$ cat config.mk
export PLATFORM = sky130hd
export DESIGN_NAME = load_store_unit_flat
export DESIGN_NICKNAME = d
export VERILOG_FILES = /design/src/rtl/load_store_unit_pkg.sv /design/src/rtl/load_store_unit_if.sv /design/src/rtl/load_store_unit_load_align.sv /design/src/rtl/load_store_unit.sv /design/src/flat_wrapper.sv
export SDC_FILE = /design/constraint.sdc
export NUM_CORES = 1
export LEC_CHECK = 0
export BUFFER_PORTS_ARGS = -buffer_cell sky130_fd_sc_hd__buf_2
export CAP_MARGIN = 20
export CORE_MARGIN = 3
export CORE_UTILIZATION = 35
export DETAILED_ROUTE_END_ITERATION = 12
export PLACE_DENSITY = 0.66
export SETUP_SLACK_MARGIN = 0.05
export SLEW_MARGIN = 20
export SYNTH_ARGS = -nofsm -noshare
export SYNTH_HDL_FRONTEND = slang
export SYNTH_SLANG_ARGS = --single-unit
$ cat constraint.sdc
create_clock -name clk -period 2.1 [get_ports clk]
set_clock_uncertainty 0.2 [all_clocks]
set_input_delay 0.42 -clock clk [delete_from_list [all_inputs] [get_ports clk]]
set_output_delay 0.42 -clock clk [all_outputs]
set_load 0.02 [all_outputs]
$ cat src/rtl/load_store_unit_pkg.sv
// Shared constants, state encoding and lane helpers for the load/store unit.
package load_store_unit_pkg;

  localparam int XLEN = 32;
  localparam int ALEN = 32;
  localparam int MMIO_REGION_BIT = 31;

  localparam logic [2:0] F3_BYTE = 3'b000;
  localparam logic [2:0] F3_HALF = 3'b001;
  localparam logic [2:0] F3_WORD = 3'b010;
  localparam logic [2:0] F3_LBU  = 3'b100;
  localparam logic [2:0] F3_LHU  = 3'b101;

  typedef enum logic [2:0] {
    LSU_IDLE,
    LSU_LO,
    LSU_HI,
    LSU_FIN,
    LSU_ERR
  } lsu_state_t;

  function automatic logic [3:0] size_mask(input logic [1:0] size);
    case (size)
      2'b00:   return 4'b0001;
      2'b01:   return 4'b0011;
      default: return 4'b1111;
    endcase
  endfunction

  // Equivalent to the shifted size mask spilling into the next word.
  function automatic logic crosses_word(input logic [1:0] size, input logic [1:0] off);
    case (size)
      2'b00:   return 1'b0;
      2'b01:   return off == 2'd3;
      default: return off != 2'd0;
    endcase
  endfunction

  function automatic logic funct3_legal(input logic we, input logic [2:0] funct3);
    case (funct3)
      F3_BYTE, F3_HALF, F3_WORD: return 1'b1;
      F3_LBU, F3_LHU:            return !we;
      default:                   return 1'b0;
    endcase
  endfunction

endpackage

$ cat src/rtl/load_store_unit_if.sv
// Request/response handshake and data-memory bus of the load/store unit.
interface load_store_unit_if #(
  parameter int CNT_WIDTH = 16
);
  import load_store_unit_pkg::*;

  logic                 req_valid;
  logic                 req_ready;
  logic                 req_we;
  logic [2:0]           req_funct3;
  logic [ALEN-1:0]      req_addr;
  logic [XLEN-1:0]      req_wdata;
  logic                 resp_valid;
  logic [XLEN-1:0]      resp_rdata;
  logic                 resp_err;
  logic                 mem_we;
  logic [3:0]           mem_be;
  logic [2:0]           mem_funct3;
  logic [ALEN-1:0]      mem_addr;
  logic [XLEN-1:0]      mem_wdata;
  logic [XLEN-1:0]      mem_rdata;
  logic [CNT_WIDTH-1:0] split_cnt;

  modport slave (
    input  req_valid, req_we, req_funct3, req_addr, req_wdata, mem_rdata,
    output req_ready, resp_valid, resp_rdata, resp_err,
           mem_we, mem_be, mem_funct3, mem_addr, mem_wdata, split_cnt
  );

  modport master (
    output req_valid, req_we, req_funct3, req_addr, req_wdata, mem_rdata,
    input  req_ready, resp_valid, resp_rdata, resp_err,
           mem_we, mem_be, mem_funct3, mem_addr, mem_wdata, split_cnt
  );

endinterface

$ cat src/rtl/load_store_unit_load_align.sv
// Merges the two fetched words, shifts the addressed bytes down and extends them.
module load_store_unit_load_align
  import load_store_unit_pkg::*;
(
  input  logic [XLEN-1:0] lo_word,
  input  logic [XLEN-1:0] hi_word,
  input  logic [1:0]      off,
  input  logic [2:0]      funct3,
  output logic [XLEN-1:0] result
);

  logic [XLEN-1:0] word;

  assign word = XLEN'({hi_word, lo_word} >> {off, 3'b000});

  always_comb begin
    result = '0;
    case (funct3)
      F3_BYTE: result = {{(XLEN-8){word[7]}}, word[7:0]};
      F3_HALF: result = {{(XLEN-16){word[15]}}, word[15:0]};
      F3_WORD: result = word;
      F3_LBU:  result = {{(XLEN-8){1'b0}}, word[7:0]};
      F3_LHU:  result = {{(XLEN-16){1'b0}}, word[15:0]};
      default: result = '0;
    endcase
  end

endmodule

$ cat src/rtl/load_store_unit.sv
// Load/store unit: one request at a time, word-aligned byte-enabled accesses,
// word-crossing accesses split into a LO and a HI word access.
//   state | meaning
//   IDLE  | ready for a request
//   LO    | first (or only) word access on the memory bus
//   HI    | second word of a split access; low load word captured
//   FIN   | last load word arrives; result aligned and registered
//   ERR   | rejected request; error response issued on exit
module load_store_unit
  import load_store_unit_pkg::*;
#(
  parameter bit ALLOW_MISALIGNED = 1'b1,
  parameter int CNT_WIDTH        = 16
) (
  input logic              clk,
  input logic              rst,
  load_store_unit_if.slave bus
);

  lsu_state_t           state_q, state_d;
  logic                 we_q;
  logic [2:0]           funct3_q;
  logic [ALEN-1:0]      addr_q;
  logic [XLEN-1:0]      wdata_q;
  logic [XLEN-1:0]      lo_word_q;
  logic                 resp_valid_q;
  logic                 resp_err_q;
  logic [XLEN-1:0]      resp_rdata_q;
  logic [CNT_WIDTH-1:0] split_cnt_q;

  logic [1:0]          off;
  logic [7:0]          lane_mask;
  logic                split;
  logic [2*XLEN-1:0]   wdata_wide;
  logic [ALEN-1:0]     addr_word;
  logic                req_bad;
  logic                resp_fire;
  logic [XLEN-1:0]     align_lo, align_hi, load_result;

  assign off        = addr_q[1:0];
  assign lane_mask  = {4'b0000, size_mask(funct3_q[1:0])} << off;
  assign split      = |lane_mask[7:4];
  assign wdata_wide = {{XLEN{1'b0}}, wdata_q} << {off, 3'b000};
  assign addr_word  = {addr_q[ALEN-1:2], 2'b00};

  assign req_bad = !funct3_legal(bus.req_we, bus.req_funct3) ||
                   (crosses_word(bus.req_funct3[1:0], bus.req_addr[1:0]) &&
                    (!ALLOW_MISALIGNED || bus.req_addr[MMIO_REGION_BIT]));

  always_comb begin
    state_d   = state_q;
    resp_fire = 1'b0;
    case (state_q)
      LSU_IDLE: if (bus.req_valid) state_d = req_bad ? LSU_ERR : LSU_LO;
      LSU_LO: begin
        if (split) begin
          state_d = LSU_HI;
        end else if (we_q) begin
          state_d   = LSU_IDLE;
          resp_fire = 1'b1;
        end else begin
          state_d = LSU_FIN;
        end
      end
      LSU_HI: begin
        state_d   = we_q ? LSU_IDLE : LSU_FIN;
        resp_fire = we_q;
      end
      LSU_FIN, LSU_ERR: begin
        state_d   = LSU_IDLE;
        resp_fire = 1'b1;
      end
      default: state_d = LSU_IDLE;
    endcase
  end

  always_comb begin
    bus.mem_we    = 1'b0;
    bus.mem_be    = 4'b0000;
    bus.mem_addr  = addr_word;
    bus.mem_wdata = '0;
    case (state_q)
      LSU_LO: begin
        bus.mem_we    = we_q;
        bus.mem_be    = lane_mask[3:0];
        bus.mem_wdata = wdata_wide[XLEN-1:0];
      end
      LSU_HI: begin
        bus.mem_we    = we_q;
        bus.mem_be    = lane_mask[7:4];
        bus.mem_addr  = addr_word + ALEN'(4);
        bus.mem_wdata = wdata_wide[2*XLEN-1:XLEN];
      end
      default: ;
    endcase
  end

  // Unsplit loads see their only word in FIN; split loads saved the low word in HI.
  assign align_lo = split ? lo_word_q : bus.mem_rdata;
  assign align_hi = split ? bus.mem_rdata : '0;

  load_store_unit_load_align u_align (
    .lo_word (align_lo),
    .hi_word (align_hi),
    .off     (off),
    .funct3  (funct3_q),
    .result  (load_result)
  );

  always_ff @(posedge clk) begin
    if (rst) begin
      state_q      <= LSU_IDLE;
      we_q         <= 1'b0;
      funct3_q     <= F3_WORD;
      addr_q       <= '0;
      wdata_q      <= '0;
      lo_word_q    <= '0;
      resp_valid_q <= 1'b0;
      resp_err_q   <= 1'b0;
      resp_rdata_q <= '0;
      split_cnt_q  <= '0;
    end else begin
      state_q      <= state_d;
      resp_valid_q <= resp_fire;
      if (state_q == LSU_IDLE && bus.req_valid) begin
        we_q     <= bus.req_we;
        funct3_q <= bus.req_funct3;
        addr_q   <= bus.req_addr;
        wdata_q  <= bus.req_wdata;
      end
      if (state_q == LSU_HI) lo_word_q <= bus.mem_rdata;
      if (resp_fire) begin
        resp_err_q   <= (state_q == LSU_ERR);
        resp_rdata_q <= (state_q == LSU_FIN) ? load_result : '0;
      end
      if (resp_fire && split && state_q != LSU_ERR && split_cnt_q != '1)
        split_cnt_q <= split_cnt_q + CNT_WIDTH'(1);
    end
  end

  assign bus.req_ready  = (state_q == LSU_IDLE);
  assign bus.resp_valid = resp_valid_q;
  assign bus.resp_err   = resp_err_q;
  assign bus.resp_rdata = resp_rdata_q;
  assign bus.mem_funct3 = F3_WORD;
  assign bus.split_cnt  = split_cnt_q;

endmodule

$ cat src/flat_wrapper.sv
// flat-port wrapper written by rule: the top's interface ports become plain ports
module load_store_unit_flat import load_store_unit_pkg::*;
#(
  parameter bit ALLOW_MISALIGNED = 1'b1,
  parameter int CNT_WIDTH        = 16
)
  (clk, rst, bus_req_valid, bus_req_we, bus_req_funct3, bus_req_addr, bus_req_wdata, bus_mem_rdata, bus_req_ready, bus_resp_valid, bus_resp_rdata, bus_resp_err, bus_mem_we, bus_mem_be, bus_mem_funct3, bus_mem_addr, bus_mem_wdata, bus_split_cnt);
  load_store_unit_if #(.CNT_WIDTH(CNT_WIDTH)) bus_i ();
  input logic clk;
  input logic rst;
  input wire logic [$bits(bus_i.req_valid)-1:0] bus_req_valid;
  input wire logic [$bits(bus_i.req_we)-1:0] bus_req_we;
  input wire logic [$bits(bus_i.req_funct3)-1:0] bus_req_funct3;
  input wire logic [$bits(bus_i.req_addr)-1:0] bus_req_addr;
  input wire logic [$bits(bus_i.req_wdata)-1:0] bus_req_wdata;
  input wire logic [$bits(bus_i.mem_rdata)-1:0] bus_mem_rdata;
  output wire logic [$bits(bus_i.req_ready)-1:0] bus_req_ready;
  output wire logic [$bits(bus_i.resp_valid)-1:0] bus_resp_valid;
  output wire logic [$bits(bus_i.resp_rdata)-1:0] bus_resp_rdata;
  output wire logic [$bits(bus_i.resp_err)-1:0] bus_resp_err;
  output wire logic [$bits(bus_i.mem_we)-1:0] bus_mem_we;
  output wire logic [$bits(bus_i.mem_be)-1:0] bus_mem_be;
  output wire logic [$bits(bus_i.mem_funct3)-1:0] bus_mem_funct3;
  output wire logic [$bits(bus_i.mem_addr)-1:0] bus_mem_addr;
  output wire logic [$bits(bus_i.mem_wdata)-1:0] bus_mem_wdata;
  output wire logic [$bits(bus_i.split_cnt)-1:0] bus_split_cnt;
  assign bus_i.req_valid = bus_req_valid;
  assign bus_i.req_we = bus_req_we;
  assign bus_i.req_funct3 = bus_req_funct3;
  assign bus_i.req_addr = bus_req_addr;
  assign bus_i.req_wdata = bus_req_wdata;
  assign bus_i.mem_rdata = bus_mem_rdata;
  assign bus_req_ready = bus_i.req_ready;
  assign bus_resp_valid = bus_i.resp_valid;
  assign bus_resp_rdata = bus_i.resp_rdata;
  assign bus_resp_err = bus_i.resp_err;
  assign bus_mem_we = bus_i.mem_we;
  assign bus_mem_be = bus_i.mem_be;
  assign bus_mem_funct3 = bus_i.mem_funct3;
  assign bus_mem_addr = bus_i.mem_addr;
  assign bus_mem_wdata = bus_i.mem_wdata;
  assign bus_split_cnt = bus_i.split_cnt;
  load_store_unit #(.ALLOW_MISALIGNED(ALLOW_MISALIGNED), .CNT_WIDTH(CNT_WIDTH)) u_core (.clk(clk), .rst(rst), .bus(bus_i));
endmodule
==> out/qor.csv <==
metric,value,unit
most frequent cells in the layout,"nand2_1, buf_2, buf_4, dfxtp_1, a21oi_1",
outcome,finished with violations,
final non-filler cell total,1792,
Worst Path Max Fanout,7,
RR Startpoint,u_core.addr_q[0]$_SDFFE_PP0P_,
multi-input combinational cell area,0.00620,mm2
CP Data Required Time,1.48,ns
leak pwr,5.88,nW
FMAX,0.379,GHz
Tmin final,2.64,ns
DIE AREA,0.0260,mm2
"leading cell type in the layout, fill and taps excluded",nand2_1,
antenna violations before repair,2,
layout cells sized above 1,0.463,
DR vias/cell,5.33,
synthesized flop and latch total,152,
largest net degree at the start of global routing,77,
Total Nets Final,1564,
Crit path arrival time,2.02,ns
hold_sp,bus_req_addr[11],
Crit Path Class,reg -> out,
Pre-antenna DRT Iters,7,
switching power share of the total,0.349,
Min Hold Slack,0.0160,ns
worst hold path class,in -> reg,
Placement Cell Area,0.0112,mm2
r2r endpoint,u_core.bus.resp_rdata[24]$_SDFFE_PP0N_,
CTS buffer count,17,
Yosys warning count,0,
Setup crit end,bus_mem_addr[15],
gp weighted congestion,0.909,
R2R setup slack,-0.28,ns
CTS tree,yes,
Die Span Y,161,um
most used flip-flop cell after synthesis,dfxtp_1,
grt ovf,0,
Clock Latency Late Sink,0.43,ns
worst r2r path cells,14,
# rows,56,
initial core utilization,0.358,
WL final,32400,um
pwr dens,700,mW/mm2
gr usage total,0.234,
Finished Cell Area,0.0137,mm2
Placed Cells,1696,
cts hold-fix bufs,0,
clock buffer depth,2,
Die X,161,um
Pint,6.24,mW
cell mode on critical path,buf_6,
Antenna Nets Post-Route,0,
VDD IR max,0.542,mV
DRC viols,0,
Clock Pin Slew Worst Setup and Hold Paths,0.07,ns
setup_tns,-35.04,ns
Worst path slowest cell,dfxtp_2,
Yosys cell types,58,
HPWL Detailed,21200,um
crit path launch type,flip-flop,
Switch Pwr,3.34,mW
routed via count,9545,
endpoints failing setup,116,
crit share post-route,1.25,
final setup margin,-0.535,ns
IO Port Bufs,220,
Worst Setup SP,u_core.state_q[0]$_SDFFE_PP0P_,
area growth from synthesis to layout,62.1,%
CP cell instances,"nor3b_4, nand4_1, buf_6, nor2_4, buf_4, nand3_4, xnor2_4, buf_6",
Placeable Area,0.0236,mm2
Routed wire per std cell,18.1,um
CTS Sinks,152,
failing checks,negative setup slack,
first-pass GRT wire length,49100,um
Slew HR,0.647,
"Seq/Total Area, Yosys",0.360,
Reg power frac,0.343,
Root Driver,clkbuf_16,
# Max-Cap Violations,0,
FILL cells,2058,
Post-synth ARST share,0,
Synth Instances,1104,
"Avg Cell Area, Syn",7.65,um2
Post-Syn Area,0.00845,mm2
"Hold Vio Cnt, Final",0,
"Core Util, Final",0.580,
DRT iter0 DRCs,686,
"EDFF count, synth",0,
vias in the first global route,9253,
I/O pin cnt,226,
Clock H-tree levels,4,
Clock Power Share,0.310,
Tightest Pin Transition,0.529,ns
RSZ-0062 raised after global routing,true,
crit-path max cell delay,0.34,ns
register area,0.00306,mm2
combinational share of power,0.347,
CP endpoint kind,primary output,
Slew Limit Fails,0,
[power groups by stage]
stage | sequential [mW] | clock (mW) | combinational [mW]
global placement | 3.30 | 0 | 2.48
floorplan | 3.30 | 0 | 1.58
detailed placement | 3.32 | 0 | 2.51
CTS | 3.26 | 3.02 | 3.11
finish | 3.29 | 2.97 | 3.33
global route | 3.31 | 3.15 | 3.54
[worst max-delay path, delay by kind of cell, from the launching register on]
| kind | cells | cell delay [ns] |
|---|---|---|
| simple gates | 4 | 0.66 |
| buf+inv | 3 | 0.45 |
| flops | 1 | 0.34 |
| xor+xnor | 1 | 0.15 |
[synth_stat cells (3+ instances only)]
library cell	number	area [um2]
and4_1	3	26.3
nand2_1	288	1080
mux2_2	12	135
a21oi_1	123	616
and3_1	21	131
o21ai_0	44	220
nand4_1	19	119
o21ai_1	12	60.1
nor3_1	9	45.0
o22ai_1	21	131
a211oi_1	12	90.1
buf_6	4	45.0
xor2_1	20	175
dfxtp_1	152	3040
mux2i_1	54	541
a31o_2	6	52.6
nand3_1	24	120
clkbuf_1	44	165
nor2_1	80	300
buf_4	8	60.1
buf_1	5	18.8
a21oi_2	3	26.3
and2_1	6	37.5
and2b_1	3	22.5
buf_2	23	115
mux4_2	13	293
nand2b_1	7	43.8
nand3b_1	7	52.6
xnor2_1	24	210
a22oi_1	16	120
inv_1	6	22.5
[per-stage QoR]
stage	power [mW]	setup slack [ns]
2_1_floorplan	4.88	-0.0858
3_3_place_gp	5.79	-0.258
3_5_place_dp	5.82	-0.274
4_1_cts	9.39	-0.511
5_1_grt	10.0	-0.646
6_report	9.58	-0.535
[layout make-up]
type                            count  share of cell area
Multi-Input combinational cell    863               0.452
Timing Repair Buffer              418               0.252
Sequential cell                   152               0.224
Clock buffer                       19              0.0323
Tap cell                          319              0.0291
Clock inverter                     13             0.00804
Inverter                            7             0.00210
Antenna cell                        1            0.000183
[worst min path at each step]
stage	endpoint	slack [ns]	depth (start not counted)
5_1_grt	u_core.wdata_q[25]$_SDFFE_PP0P_	0.01	3
2_1_floorplan	u_core.lo_word_q[23]$_SDFFE_PP0P_	0.23	2
4_1_cts	u_core.addr_q[11]$_SDFFE_PP0P_	0.005	3
3_5_place_dp	u_core.bus.resp_rdata[6]$_SDFFE_PP0N_	0.24	2
3_3_place_gp	u_core.bus.resp_rdata[21]$_SDFFE_PP0N_	0.24	2
6_report	u_core.addr_q[11]$_SDFFE_PP0P_	0.02	3
[state kept, by name (all words and copies together) (netlist names)]
signal	cells
u_core.state_q	3
u_core.funct3_q	3
u_core.lo_word_q	31
u_core.we_q	1
u_core.wdata_q	32
u_core.bus.resp_err	1
u_core.addr_q	32
u_core.bus.split_cnt	16
u_core.bus.resp_rdata	32
u_core.bus.resp_valid	1
[layer usage]
| metal | track usage | up-vias | part of all wire |
|---|---|---|---|
| met5 | 0 | - | 0.00028 |
| met2 | 0.378 | 420 | 0.49 |
| met4 | 0.0829 | 2 | 0.026 |
| met3 | 0.0610 | 69 | 0.078 |
| met1 | 0.303 | 4515 | 0.41 |
| li1 | - | 4539 | - |
[cell families (layout without fill, tap and decap cells)]
group           count (synthesis)  in the layout  share of synthesized area
simple gates                  480            480                      0.246
compound gates                253            253                      0.177
flops                         152            152                      0.360
buf+inv                        92            457                     0.0533
mux                            79             79                      0.115
xor+xnor                       44             44                     0.0456
fa+ha+maj                       2              2                    0.00296
other cells                     2              6                   0.000889
[repair_timing]
action	4_1_cts	5_1_grt
gates resized for setup	290	122
buffers inserted	45	33
setup endpoints to repair	115	117
cloned	8	0
pin swaps	60	53
Note: power is estimated with default switching activity, not from simulation.
